$ cat config.mk
export PLATFORM = sky130hd
export DESIGN_NAME = mcpu6_bus_responder
export DESIGN_NICKNAME = d
export VERILOG_FILES = /design/src/rtl/mcpu6_bus_responder.sv
export SDC_FILE = /design/constraint.sdc
export NUM_CORES = 1
export LEC_CHECK = 0
export CAP_MARGIN = 20
export CORE_ASPECT_RATIO = 0.7
export CORE_MARGIN = 3
export CORE_UTILIZATION = 62
export DETAILED_ROUTE_END_ITERATION = 12
export PLACE_DENSITY = 0.82
export SLEW_MARGIN = 20
export SYNTH_ARGS = -nofsm -noshare
export SYNTH_HDL_FRONTEND = slang
export SYNTH_SLANG_ARGS = --single-unit
$ cat constraint.sdc
create_clock -name clk -period 4.55 [get_ports clk]
set_input_delay 0.455 -clock clk [delete_from_list [all_inputs] [get_ports clk]]
set_output_delay 0.455 -clock clk [all_outputs]
set_load 0.03 [all_outputs]
$ cat src/rtl/mcpu6_bus_responder.sv
// rtl/mcpu6_bus_responder.sv - host/memory side of the 6-bit MCPU pin interface
// Generates cpu_clk/cpu_rst_n, demuxes the CPU bus, serves a 16x6 RAM and captures stores.
module mcpu6_bus_responder #(
  parameter int DIV = 2
) (
  input  logic        clk,
  input  logic        rst,
  input  logic        ld_valid,
  output logic        ld_ready,
  input  logic [3:0]  ld_addr,
  input  logic [5:0]  ld_data,
  input  logic        run,
  input  logic        stop,
  output logic        cpu_clk,
  output logic        cpu_rst_n,
  output logic [5:0]  cpu_din,
  input  logic [5:0]  cpu_dout,
  input  logic        cpu_we_n,
  output logic        running,
  output logic [15:0] cpu_cycles
);

  localparam int PW = (DIV > 2) ? $clog2(DIV) : 1;

  typedef enum logic [1:0] {S_LOAD, S_RELEASE, S_RUN} state_t;

  state_t        state, state_next;
  logic [PW-1:0] phase;
  logic [3:0]    addr_lat;
  logic          seen_rise;
  logic [5:0]    ram [16];
  logic          tick, rise, fall;

  // rise/fall mark the sys cycle whose edge flips cpu_clk
  assign tick = (phase == PW'(DIV - 1));
  assign rise = tick & ~cpu_clk;
  assign fall = tick & cpu_clk;

  always_comb begin
    state_next = state;
    ld_ready   = 1'b0;
    running    = 1'b0;
    case (state)
      S_LOAD: begin
        ld_ready = 1'b1;
        if (run) state_next = S_RELEASE;
      end
      S_RELEASE: begin
        if (seen_rise && fall) state_next = S_RUN;
      end
      S_RUN: begin
        running = 1'b1;
        if (stop) state_next = S_LOAD;
      end
      default: state_next = S_LOAD;
    endcase
  end

  always_ff @(posedge clk) begin
    if (rst) begin
      state      <= S_LOAD;
      phase      <= '0;
      cpu_clk    <= 1'b0;
      cpu_rst_n  <= 1'b0;
      cpu_din    <= '0;
      addr_lat   <= '0;
      seen_rise  <= 1'b0;
      cpu_cycles <= '0;
      for (int i = 0; i < 16; i++) ram[i] <= '0;
    end else begin
      state <= state_next;

      if (tick) begin
        phase   <= '0;
        cpu_clk <= ~cpu_clk;
      end else begin
        phase <= phase + 1'b1;
      end

      // End of the high phase: latch the address and fetch its word for the next rise
      if (fall) begin
        addr_lat <= cpu_dout[3:0];
        cpu_din  <= ram[cpu_dout[3:0]];
      end

      if (rise && state == S_RUN && !cpu_we_n) ram[addr_lat] <= cpu_dout;

      if (state == S_LOAD && ld_valid) ram[ld_addr] <= ld_data;

      case (state)
        S_LOAD: begin
          if (rise) seen_rise <= 1'b1;
        end
        S_RELEASE: begin
          // Keep collecting rises here too so a run issued before any rise cannot stall
          if (rise) seen_rise <= 1'b1;
          if (seen_rise && fall) begin
            cpu_rst_n  <= 1'b1;
            cpu_cycles <= '0;
          end
        end
        S_RUN: begin
          if (rise && cpu_cycles != 16'hFFFF) cpu_cycles <= cpu_cycles + 16'd1;
          if (stop) begin
            cpu_rst_n <= 1'b0;
            seen_rise <= 1'b0;
          end
        end
        default: ;
      endcase
    end
  end

endmodule

# Yosys cells after proc, flatten, opt, wreduce, memory -nomap -nowiden
# Memory sizes are Yosys's and may differ from the RTL's. A register that Yosys moved wholly into a read port is not among the register bits.
# Index checks and enable logic that the tools add are counted.
totals:
  reg_bits: 26
  ram_bits: 96
  inputBits: 22
  out_inout_bits: 26
  wordCells: 66
  mem_count: 1
memory_table:
  columns: ["name", "depth", "width", "read_ports", "rd_clocked_by_memory_dff", "write_ports", "line", "rtl"]
  rows:
  - ["ram", 16, 6, 1, 1, 16, "31", "logic [5:0] ram [16];"]
op_classes:
  addsub: 2
  eq_ne: 8
  n_mux: 28
  bitwise: 3
  reduce_logical: 17
ops:
  columns: ["op", "count"]
  rows:
  - ["2-to-1 mux 16 bit", 2]
  - ["case mux 16 bit (2 select lines)", 1]
  - ["adder 16 x 1 -> 16 bit, second input constant", 1]
  - ["inequality test 16 bit, second input constant", 1]
  - ["2-to-1 mux 1 bit", 15]
  - ["2-to-1 mux 6 bit", 2]
  - ["AND reduction 3 bit", 4]
  - ["OR reduction 6 bit", 2]
  - ["2-to-1 mux 4 bit", 2]
  - ["2-to-1 mux 2 bit", 3]
  - ["inequality test 2 bit, second input constant", 3]
  - ["case mux 2 bit (3 select lines)", 1]
  - ["logical AND 1 bit", 5]
  - ["inequality test 2 x 1 -> 1 bit, second input constant", 2]
  - ["case mux 1 bit (2 select lines)", 2]
  - ["nonzero test 2 bit", 2]
  - ["OR reduction 2 bit", 2]
  - ["bitwise AND 1 bit", 2]
  - ["equality test 2 x 1 -> 1 bit, second input constant", 1]
  - ["equality test 2 bit, second input constant", 1]
  - ["logical NOT 2 bit", 1]
  - ["adder 1 bit, second input constant", 1]
  - ["logical NOT 1 bit", 1]
  - ["NOT 1 bit", 1]

# Longest topological paths before layout
# Gate-level depths: netlist (run 1).
depth:
  word_depth: 10
  ltp_mapped: 7

# Least setup slack after synthesis (run 1)
# No wires, ideal clock.
synth_timing:
  path_kind: "input -> register"
  start: "in rst"
  end: "mem ram[10][0], enable pin"
  arrival_time_ns: 1.853
  setup_slack_ns: 2.379
  path_stages: 5
  path_buffers: 0
  cell_sequence: "nor4b_4 -> mux2_2 -> nor3_2 -> nand2_1 -> nand2_1"
synth_rtl:
  columns: ["item", "line", "rtl"]
  rows:
  - ["start: declaration", "7", "input logic rst,"]
  - ["end: declaration", "31", null]

==> flow_results.xml, run 1 <==
<?xml version="1.0" encoding="UTF-8"?>
<metrics>
  <group name="cts">
    <metric name="clock_latency_at_the_later_pin_of_the_worst_skew_pair" unit="ns">0.42</metric>
    <metric name="clkTransAtPathRegs" unit="ns">0.06</metric>
    <metric name="ctsLongestPathBuffers" unit="">2</metric>
    <metric name="tritoncts_clock_tree" unit="">built</metric>
    <metric name="cts-htree-levels" unit="">4</metric>
    <metric name="hold_buffers" unit="">0</metric>
    <metric name="cts-buffers-inserted" unit="">17</metric>
    <metric name="cts_resized" unit="">0</metric>
    <metric name="postCtsSetupBuffers" unit="">0</metric>
    <metric name="tritoncts_num_sinks" unit="">128</metric>
    <metric name="ctsRootBufferMaster" unit="">sky130_fd_sc_hd__clkbuf_16</metric>
  </group>
  <group name="synthesis">
    <metric name="syn_area_per_cell" unit="um2">11.97</metric>
    <metric name="synth_enable_flop_cells" unit="">96</metric>
    <metric name="synthesis.instances" unit="">481</metric>
    <metric name="synth.area.top_cells" unit="">sky130_fd_sc_hd__edfxtp_1, sky130_fd_sc_hd__dfxtp_1, sky130_fd_sc_hd__mux4_2</metric>
    <metric name="syn-num-nets" unit="">504</metric>
    <metric name="ys_types" unit="">40</metric>
    <metric name="ys_dominant_reg_cell" unit="">sky130_fd_sc_hd__edfxtp_1</metric>
    <metric name="cell_type_with_the_largest_total_area_after_synthesis" unit="">sky130_fd_sc_hd__edfxtp_1</metric>
    <metric name="netlist_area" unit="um2">5758</metric>
    <metric name="ys.warnings.count" unit="">0</metric>
    <metric name="synth-seq-cells" unit="">128</metric>
    <metric name="seq_area_frac_synth" unit="%">61.19</metric>
    <metric name="synthDominantCellAreaShare" unit="%">50.07</metric>
    <metric name="synth_async_sr_flop_share" unit="%">0</metric>
  </group>
  <group name="grt">
    <metric name="largest_net_degree_at_the_start_of_global_routing" unit="">26</metric>
    <metric name="grt_antenna_before_repair" unit="">0</metric>
    <metric name="globalRouteOverflowTotal" unit="">0</metric>
    <metric name="grt_pass1_wl" unit="um">24840</metric>
    <metric name="first_global_vias" unit="">4233</metric>
    <metric name="globalRouteTotalUtil" unit="%">33.18</metric>
  </group>
  <group name="power_and_ir_drop">
    <metric name="seq_power_share" unit="%">45.1</metric>
    <metric name="clock_power_share" unit="%">48.1</metric>
    <metric name="power_switching" unit="mW">0.6615</metric>
    <metric name="comb_power_share" unit="%">6.8</metric>
    <metric name="p_sw_share" unit="%">22.68</metric>
    <metric name="lkg_pwr" unit="nW">2.503</metric>
    <metric name="internal_power" unit="mW">2.255</metric>
    <metric name="vdd.ir_drop.worst" unit="mV">0.3681</metric>
    <metric name="power_density" unit="nW/um2">419.5</metric>
  </group>
  <group name="floorplan">
    <metric name="dieArea" unit="um2">10500</metric>
    <metric name="start_util" unit="%">66.01</metric>
    <metric name="row_count" unit="">28</metric>
    <metric name="boundaryPins" unit="">48</metric>
    <metric name="dieWidth" unit="um">121.2</metric>
    <metric name="die-height" unit="um">86.63</metric>
    <metric name="placeableCoreArea" unit="um2">8723</metric>
  </group>
  <group name="hold_path">
    <metric name="hold_crit_class" unit="">reg -&gt; reg</metric>
  </group>
  <group name="timing">
    <metric name="worst-slew-pin-transition" unit="ns">1.198</metric>
    <metric name="slew_headroom" unit="%">18.99</metric>
    <metric name="final.setup_skew" unit="ns">0.006218</metric>
    <metric name="finalCriticalPeriod" unit="ns">3.008</metric>
    <metric name="rsz0062_at_grt" unit="">false</metric>
    <metric name="finalHoldViolCount" unit="">0</metric>
    <metric name="final_period_utilization" unit="%">66.12</metric>
    <metric name="final_max_slew_viol_count" unit="">0</metric>
    <metric name="totalNegativeSetupSlack" unit="ns">0</metric>
    <metric name="setup_viol" unit="">0</metric>
    <metric name="timing.fmax" unit="MHz">332.4</metric>
  </group>
  <group name="setup_path">
    <metric name="critical_path.endpoint_type" unit="">register</metric>
    <metric name="crit_path_kind" unit="">in -&gt; reg</metric>
    <metric name="worst_case_register_to_register_setup_slack" unit="ns">1.71</metric>
    <metric name="timing.rr.end" unit="">ram[1][4]</metric>
    <metric name="arrival" unit="ns">3.10</metric>
    <metric name="worstRegToRegCells" unit="">5</metric>
    <metric name="critical_path.startpoint_type" unit="">input port</metric>
    <metric name="crit_end" unit="">ram[1][4]</metric>
    <metric name="cp_data_required_time" unit="ns">4.64</metric>
    <metric name="worst-path-max-fanout" unit="">20</metric>
    <metric name="worst_setup_path_startpoint" unit="">rst</metric>
    <metric name="worst_r2r_start" unit="">state[0]</metric>
  </group>
  <group name="final_layout">
    <metric name="antenna_cells_inserted" unit="">0</metric>
    <metric name="nets" unit="">557</metric>
    <metric name="fin_cells" unit="">667</metric>
    <metric name="post_route_cells_drive_above_1_share" unit="%">14.63</metric>
    <metric name="flow.area_growth_from_synthesis" unit="%">20.75</metric>
  </group>
  <group name="detailed_routing">
    <metric name="detailedRoute.firstPassIterationCount" unit="">5</metric>
    <metric name="wirelength" unit="um">15960</metric>
    <metric name="detail_route.drc_violations" unit="">0</metric>
    <metric name="dr_total_vias" unit="">4399</metric>
    <metric name="ant_nets" unit="">0</metric>
    <metric name="first_iter_violations" unit="">620</metric>
    <metric name="avgRoutedWirePerCell" unit="um">23.93</metric>
    <metric name="drt-vias-per-instance" unit="">6.595</metric>
  </group>
  <group name="flow_run">
    <metric name="drv.max_cap_violation_count" unit="">0</metric>
  </group>
  <group name="placed_design">
    <metric name="detailedPlacementHpwl" unit="um">10880</metric>
    <metric name="dp.cells" unit="">635</metric>
    <metric name="port_buffers" unit="">47</metric>
    <metric name="routabilityCongestion" unit="">0.9610</metric>
  </group>
  <group name="status">
    <metric name="status" unit="">finished, final reports clean</metric>
  </group>
</metrics>
==> worst min path at each step <==
stage | start | to | slack [ns] | cells past startpoint
after floorplan | addr_lat[0] | addr_lat[0] | 0.45 | 2
after global placement | cpu_din[0] | cpu_din[0] | 0.45 | 2
after detailed placement | cpu_din[0] | cpu_din[0] | 0.46 | 2
after CTS | cpu_din[0] | cpu_din[0] | 0.47 | 2
after global routing | cpu_din[5] | cpu_din[5] | 0.50 | 2
final | cpu_din[0] | cpu_din[0] | 0.47 | 2
==> layer usage <==
layer	share of wire, %	vias to the layer above	track usage, %
met5	0	-	0
met4	2.8	0	12.31
met2	46	322	50.25
met3	12	50	10.89
met1	40	2139	45.59
li1	-	1888	-
==> cell usage in the layout (no fill, tap or decap), types with 3 or more instances in the layout <==
cell	count
sky130_fd_sc_hd__mux2_2	4
sky130_fd_sc_hd__and3_1	4
sky130_fd_sc_hd__clkdlybuf4s50_1	46
sky130_fd_sc_hd__nand4_1	6
sky130_fd_sc_hd__nand3_1	11
sky130_fd_sc_hd__mux4_2	24
sky130_fd_sc_hd__nand2b_1	3
sky130_fd_sc_hd__and4_1	4
sky130_fd_sc_hd__mux2i_1	17
sky130_fd_sc_hd__nand2_1	51
sky130_fd_sc_hd__buf_4	10
sky130_fd_sc_hd__a21oi_1	24
sky130_fd_sc_hd__a31oi_1	4
sky130_fd_sc_hd__nor2_1	115
sky130_fd_sc_hd__o21ai_0	28
sky130_fd_sc_hd__dfxtp_1	32
sky130_fd_sc_hd__edfxtp_1	96
sky130_fd_sc_hd__nor3_2	5
sky130_fd_sc_hd__inv_4	5
sky130_fd_sc_hd__nor3_1	3
sky130_fd_sc_hd__clkbuf_16	19
sky130_fd_sc_hd__clkinv_2	3
sky130_fd_sc_hd__a22o_1	6
==> power groups by stage <==
stage          Sequential, mW  Clock (mW)  Combinational, mW
2_1_floorplan            1.33           0              0.119
3_3_place_gp             1.34           0              0.186
3_5_place_dp             1.34           0              0.193
4_1_cts                  1.32        1.41              0.194
5_1_grt                  1.32        1.47              0.208
6_report                 1.32        1.40              0.198
==> cells in the mapped netlist, types with 2 or more instances <==
| library cell | instances |
|---|---|
| sky130_fd_sc_hd__buf_2 | 5 |
| sky130_fd_sc_hd__a22o_1 | 6 |
| sky130_fd_sc_hd__a21oi_1 | 24 |
| sky130_fd_sc_hd__nor4_1 | 2 |
| sky130_fd_sc_hd__and3_1 | 4 |
| sky130_fd_sc_hd__nor3_2 | 5 |
| sky130_fd_sc_hd__o21ai_0 | 28 |
| sky130_fd_sc_hd__and2_1 | 2 |
| sky130_fd_sc_hd__nand2b_1 | 3 |
| sky130_fd_sc_hd__a31oi_1 | 4 |
| sky130_fd_sc_hd__nor2_1 | 115 |
| sky130_fd_sc_hd__nand3_1 | 11 |
| sky130_fd_sc_hd__edfxtp_1 | 96 |
| sky130_fd_sc_hd__mux2_2 | 4 |
| sky130_fd_sc_hd__buf_6 | 2 |
| sky130_fd_sc_hd__inv_1 | 2 |
| sky130_fd_sc_hd__clkbuf_1 | 14 |
| sky130_fd_sc_hd__nand4_1 | 6 |
| sky130_fd_sc_hd__nand2_1 | 51 |
| sky130_fd_sc_hd__and4_1 | 4 |
| sky130_fd_sc_hd__nor3_1 | 3 |
| sky130_fd_sc_hd__mux4_2 | 24 |
| sky130_fd_sc_hd__mux2i_1 | 17 |
| sky130_fd_sc_hd__buf_1 | 2 |
| sky130_fd_sc_hd__dfxtp_1 | 32 |
==> kinds of logic after synthesis <==
kind of cell,after synthesis,share of synthesized area [%]
XOR/XNOR,1,0.1521
buffers and inverters,26,2.064
flip-flops,128,61.19
multiplexers,45,13.12
AND/OR/NAND/NOR,214,16.80
AO/OA/AOI/OAI,66,6.454
adder cells (fa/ha/maj),1,0.2173
==> per-stage QoR <==
step	area [um2]	worst slack, ns	util [%]	total power, mW	hold slack (ns)
after floorplan	5758	2.379	-	1.446	0.4462
after global placement	6341	1.388	72.69	1.523	0.4543
after detailed placement	6341	1.247	72.69	1.531	0.4589
after CTS	6953	1.648	79.70	2.920	0.4726
after global routing	6953	1.477	79.70	2.996	0.4988
final	6953	1.542	79.70	2.917	0.4679
==> registers in the layout (all words and copies together) (netlist names) <==
| name | cells |
|---|---|
| ram | 96 |
| cpu_cycles | 16 |
| addr_lat | 4 |
| cpu_rst_n | 1 |
| phase | 1 |
| cpu_din | 6 |
| state | 2 |
| cpu_clk | 1 |
| seen_rise | 1 |
==> critical path: stages <==
cell and delay [ns]:
sky130_fd_sc_hd__clkdlybuf4s50_1 0.39, sky130_fd_sc_hd__buf_4 0.21, sky130_fd_sc_hd__nor4b_4 0.53, sky130_fd_sc_hd__mux2_2 0.44
sky130_fd_sc_hd__nor3_2 0.45, sky130_fd_sc_hd__nand2_1 0.29, sky130_fd_sc_hd__nand2_1 0.33
==> area by class of cell <==
type / instances / area (um2)
flip-flops and latches: 128 / 3523
clock inverters: 12 / 122.6
repair buffers: 57 / 540.5
well taps: 120 / 150.1
multi-input cells: 327 / 2116
inverters: 3 / 11.26
fillers: 493 / 1770
clock buffers: 20 / 489.2
Power figures use the tool's default switching activity.
==> run 2, diff against run 1 <==
Settings changed: CORE_UTILIZATION 62 to 58, PLACE_DENSITY 0.82 to 0.78.
Clock period 4.55 ns to 2.9 ns, I/O delays scaled along.
==> run 2 against run 1 <==
Compared with the run above:
- die area rose by 6.5%
- core utilization fell by 3.6 points
- hold slack got worse by 0.0063 ns
- clock power rose by 51%
- largest power group unchanged
==> flow_results.xml, run 2 (synthesized netlist as in run 1, its figures left out) <==
<?xml version="1.0" encoding="UTF-8"?>
<metrics>
  <group name="final_layout">
    <metric name="flow.area_growth_from_synthesis" unit="%">23.73</metric>
    <metric name="mostFrequentLayoutCell" unit="">sky130_fd_sc_hd__nor2_1</metric>
    <metric name="largest_register" unit="">ram</metric>
    <metric name="nets" unit="">581</metric>
    <metric name="mostFrequentLayoutCells" unit="">sky130_fd_sc_hd__nor2_1, sky130_fd_sc_hd__edfxtp_1, sky130_fd_sc_hd__nand2_1</metric>
    <metric name="largestRegisters" unit="">ram x96, cpu_cycles x16, cpu_din x6</metric>
    <metric name="post_route_cells_drive_above_1_share" unit="%">17.69</metric>
    <metric name="largest_register_ffs" unit="">96</metric>
    <metric name="layout.filler_cells" unit="">590</metric>
    <metric name="antenna_cells_inserted" unit="">0</metric>
  </group>
  <group name="detailed_routing">
    <metric name="detailedRoute.firstPassIterationCount" unit="">8</metric>
    <metric name="detail_route.drc_violations" unit="">0</metric>
    <metric name="ant_nets" unit="">0</metric>
    <metric name="first_iter_violations" unit="">632</metric>
    <metric name="dr_total_vias" unit="">4378</metric>
    <metric name="avgRoutedWirePerCell" unit="um">22.18</metric>
    <metric name="wirelength" unit="um">15410</metric>
    <metric name="drt-vias-per-instance" unit="">6.299</metric>
  </group>
  <group name="cts">
    <metric name="tritoncts_num_sinks" unit="">128</metric>
    <metric name="ctsLongestPathBuffers" unit="">2</metric>
    <metric name="clkTransAtPathRegs" unit="ns">0.06</metric>
    <metric name="clock_latency_at_the_later_pin_of_the_worst_skew_pair" unit="ns">0.43</metric>
    <metric name="cts-buffers-inserted" unit="">17</metric>
    <metric name="cts_resized" unit="">0</metric>
    <metric name="tritoncts_clock_tree" unit="">built</metric>
    <metric name="cts-htree-levels" unit="">4</metric>
    <metric name="hold_buffers" unit="">0</metric>
    <metric name="postCtsSetupBuffers" unit="">0</metric>
    <metric name="ctsRootBufferMaster" unit="">sky130_fd_sc_hd__clkbuf_16</metric>
  </group>
  <group name="floorplan">
    <metric name="die-height" unit="um">89.36</metric>
    <metric name="boundaryPins" unit="">48</metric>
    <metric name="placeableCoreArea" unit="um2">9361</metric>
    <metric name="row_count" unit="">29</metric>
    <metric name="dieArea" unit="um2">11180</metric>
    <metric name="dieWidth" unit="um">125.1</metric>
    <metric name="start_util" unit="%">61.51</metric>
  </group>
  <group name="power_and_ir_drop">
    <metric name="lkg_pwr" unit="nW">2.583</metric>
    <metric name="post_layout_power" unit="mW">4.498</metric>
    <metric name="vdd.ir_drop.worst" unit="mV">0.3857</metric>
    <metric name="power_density" unit="nW/um2">631.3</metric>
  </group>
  <group name="setup_path">
    <metric name="critical_path_buf_inv_count" unit="">1</metric>
    <metric name="crit_cells" unit="">2</metric>
    <metric name="worst_setup_path_startpoint" unit="">state[1]</metric>
    <metric name="timing.rr.end" unit="">ram[1][3]</metric>
    <metric name="arrival" unit="ns">2.21</metric>
    <metric name="crit_path_kind" unit="">reg -&gt; out</metric>
    <metric name="worst_case_register_to_register_setup_slack" unit="ns">0.51</metric>
    <metric name="critPathSlowestCell" unit="">sky130_fd_sc_hd__clkdlybuf4s50_1</metric>
    <metric name="worstRegToRegCells" unit="">6</metric>
    <metric name="critical_path.startpoint_type" unit="">register</metric>
    <metric name="crit_end" unit="">running</metric>
    <metric name="cp_top_family" unit="">buffers and inverters</metric>
    <metric name="worst_r2r_start" unit="">state[0]</metric>
    <metric name="cp_slowest_stage_delay" unit="ns">0.78</metric>
    <metric name="cell_by_cell_trace_of_the_critical_path" unit="">nor2b_1 -&gt; clkdlybuf4s50_1</metric>
    <metric name="worst-path-max-fanout" unit="">7</metric>
    <metric name="critical_path.endpoint_type" unit="">output pin</metric>
    <metric name="cp_data_required_time" unit="ns">2.61</metric>
  </group>
  <group name="placed_design">
    <metric name="detailedPlacementHpwl" unit="um">10730</metric>
    <metric name="routabilityCongestion" unit="">0.9159</metric>
    <metric name="port_buffers" unit="">47</metric>
  </group>
  <group name="grt">
    <metric name="grt_pass1_wl" unit="um">23490</metric>
    <metric name="first_global_vias" unit="">4043</metric>
    <metric name="largest_net_degree_at_the_start_of_global_routing" unit="">27</metric>
    <metric name="grt_antenna_before_repair" unit="">0</metric>
    <metric name="globalRouteOverflowTotal" unit="">0</metric>
    <metric name="globalRouteTotalUtil" unit="%">29.21</metric>
  </group>
  <group name="timing">
    <metric name="totalNegativeSetupSlack" unit="ns">0</metric>
    <metric name="finalHoldViolCount" unit="">0</metric>
    <metric name="setup_viol" unit="">0</metric>
    <metric name="final_max_slew_viol_count" unit="">0</metric>
    <metric name="finalCriticalPeriod" unit="ns">2.499</metric>
    <metric name="final_period_utilization" unit="%">86.17</metric>
    <metric name="timing.fmax" unit="MHz">400.2</metric>
    <metric name="worst-slew-pin-transition" unit="ns">0.9077</metric>
    <metric name="rsz0062_at_grt" unit="">false</metric>
    <metric name="final.setup_skew" unit="ns">0.01668</metric>
    <metric name="slew_headroom" unit="%">39.02</metric>
  </group>
  <group name="status">
    <metric name="status" unit="">finished, final reports clean</metric>
  </group>
  <group name="hold_path">
    <metric name="hold_crit_class" unit="">in -&gt; reg</metric>
    <metric name="hp-start" unit="">run</metric>
  </group>
  <group name="flow_run">
    <metric name="drv.max_cap_violation_count" unit="">0</metric>
  </group>
</metrics>
## run 2: cell count changes in the layout (fill, tap and decap cells not counted), sizes merged
cell | previous run | this run
buf | 11 | 35
bufinv | 2 | 1
clkbuf | 20 | 24
clkinvlp | 1 | 4
inv | 8 | 2
## run 2: power breakdown
part / switching [mW] / internal, mW
clock network: 0.773 / 1.34
registers: 0.0315 / 2.03
logic: 0.194 / 0.128
## run 2: final cells by class
class	instances	area, um2	share of cell area, %
clock buffer	24	524.3	7.359
tap	124	155.1	2.178
sequential	128	3523	49.46
timing repair buffer	81	720.7	10.12
clock inverter	8	73.82	1.036
multi-input combinational	327	2116	29.70
inverter	3	11.26	0.1581
## run 2: how the worst min path moves through the flow
stage,slack (ns),to,depth (start not counted)
6_report,0.46,state[0],3
5_1_grt,0.51,state[0],3
4_1_cts,0.46,state[0],3
3_5_place_dp,0.46,cpu_din[0],2
3_3_place_gp,0.45,cpu_rst_n,2
2_1_floorplan,0.45,addr_lat[0],2
## run 2: tightest hold or removal path: cells and delay by family
family / cells / cell delay, ns
compound gates: 1 / 0.06
buf+inv: 1 / 0.41
simple gates: 1 / 0.08
## run 2: per-stage QoR
stage / worst slack (ns) / instance area, um2 / utilization [%] / instances / hold WS [ns]
after floorplan: 0.7306 / 5758 / - / 481 / 0.4462
after detailed placement: 0.2712 / 6526 / 69.71 / 663 / 0.4575
after global routing: 0.3313 / 7124 / 76.10 / 695 / 0.5065
after CTS: 0.4684 / 7124 / 76.10 / 695 / 0.4560
after global placement: 0.3186 / 6526 / 69.71 / 663 / 0.4467
final: 0.4012 / 7124 / 76.10 / 695 / 0.4617
## run 2: metal layers
metal,up-vias,wire [um],global-route usage [%]
met4,0,250,9.941
met2,242,6849,42.42
li1,1932,-,-
met1,2175,6709,42.27
met3,29,1603,9.373
met5,-,0,0
==> RTL edit, RTL diff (config.mk and constraints of run 2) <==
Change the parameter `DIV` from 2 to 4.
--- a/src/rtl/mcpu6_bus_responder.sv
+++ b/src/rtl/mcpu6_bus_responder.sv
@@ -2,5 +2,5 @@
 // Generates cpu_clk/cpu_rst_n, demuxes the CPU bus, serves a 16x6 RAM and captures stores.
 module mcpu6_bus_responder #(
-  parameter int DIV = 2
+  parameter int DIV = 4
 ) (
   input  logic        clk,
Check against the original RTL: not equivalent (a bounded check fails within 4 cycles, from zero or initial values and one cycle with rst high).
==> RTL edit against run 2 <==
Final cell count rose by 11%; routed wire length is 18% higher; first-iteration DRC count is 3.8% higher; sequential cell count increased by 1; clock power rose by 2%; worst setup slack better by 200 ps; combinational power up 2%; critical path depth rose by 4; hold slack worse by 33 ps; die area up 10%; synthesized area grew 11%; total power is 1.2% higher; design area up 8.6%; register-to-register slack improved by 90 ps.
==> RTL edit: results (changes against run 2) <==
[min_path]
hold_depth = 1  ; -2

[synthesis]
synth-seq-area-share_pct = 55.5  ; -5.7 points
synth.area.mux_share_pct = 10.5  ; -2.6 points
syn_nets = 565  ; +12%
synthAdderAreaFrac_pct = 0.392  ; +0.17 points
avgSynthCellArea_um2 = 11.8  ; -1.4%
synth_compound_area_share_pct = 12.4  ; +5.9 points

[detailed_routing]
drtIter0Drc = 656  ; +3.8%
postRouteWirelength_um = 18100  ; +18%
dr.pass1.iters = 5  ; -3

[timing]
worst_slew_pin_slew_ps = 1030  ; +127 ps
fin_skew_ps = 6.39  ; -10.3 ps

[placement]
placed_cells = 736  ; +11%
dp_worst_setup_slack_ps = 325  ; +54.1 ps
hpwl_um = 12600  ; +18%

[grt]
grt_first_pass_wirelength_um = 27800  ; +18%
grtUsageMet1_pct = 44.0  ; +1.7 points
grtUsageTotal_pct = 30.7  ; +1.5 points
grt_max_degree = 33  ; +22%
grt_use_met3_pct = 9.80  ; +0.42 points
grtUsageMet2_pct = 43.5  ; +1.1 points

[finish]
layout-drive-gt1-share_pct = 20.6  ; +3.0 points
fin_nets = 631  ; +8.6%

[outcome]
status = complete, no violations

[pwr]
p_leak_uw = 0.00272  ; +5.5%

[setup_path]
worstPathArrival_ps = 2420  ; +210 ps

[RTL edit: cell count changes after synthesis, moves of 5 or more]
| cell | change |
|---|---|
| or4_1 | +6 |
| and3_1 | +21 |
| mux2_2 | +5 |
| a22o_1 | -6 |
| mux2i_1 | -11 |
| a21oi_1 | -6 |
| a31oi_2 | +21 |
| o21ai_0 | -22 |
| nand2_1 | -16 |
| o21bai_1 | +8 |
| a21o_1 | +10 |
| a222oi_1 | +5 |
| buf_2 | +7 |
[RTL edit: critical path, stage by stage (launching register included)]
cell and delay, ps:
dfxtp_1 390, or4b_1 540, buf_4 280, nor3_1 230, a21oi_1 150, o21bai_1 210
buf_4 190
[RTL edit: logic make-up (layout without fill, tap and decap cells)]
kind of cell | Yosys count | after routing
adders and majority gates | 2 | 2
buffers and inverters | 41 | 120
AOI/OAI and AO/OA | 94 | 94
and+or+nand+nor | 236 | 236
xor gates and xnor gates | 1 | 1
DFF | 129 | 129
muxes | 38 | 38
[RTL edit: worst paths after layout]
path                              start                 endpoint  slack [ps]
setup / recovery  state[1]$_SDFFE_PP0P_  ram[0][3]$_SDFFCE_PN0P_         600
hold / removal      phase[0]$_SDFF_PP0_      phase[0]$_SDFF_PP0_         430
setup reg to reg  state[1]$_SDFFE_PP0P_  ram[0][3]$_SDFFCE_PN0P_         600
hold reg to reg     phase[0]$_SDFF_PP0_      phase[0]$_SDFF_PP0_         430
[RTL edit: area by class of cell]
| class | count | area [µm²] |
|---|---|---|
| repair buffers | 82 | 728 |
| multi-input cells | 371 | 2650 |
| fillers | 733 | 2820 |
| flip-flops and latches | 129 | 3540 |
| inverters | 6 | 22.5 |
| well taps | 148 | 185 |
| clock buffers | 24 | 547 |
| clock inverters | 8 | 60.1 |
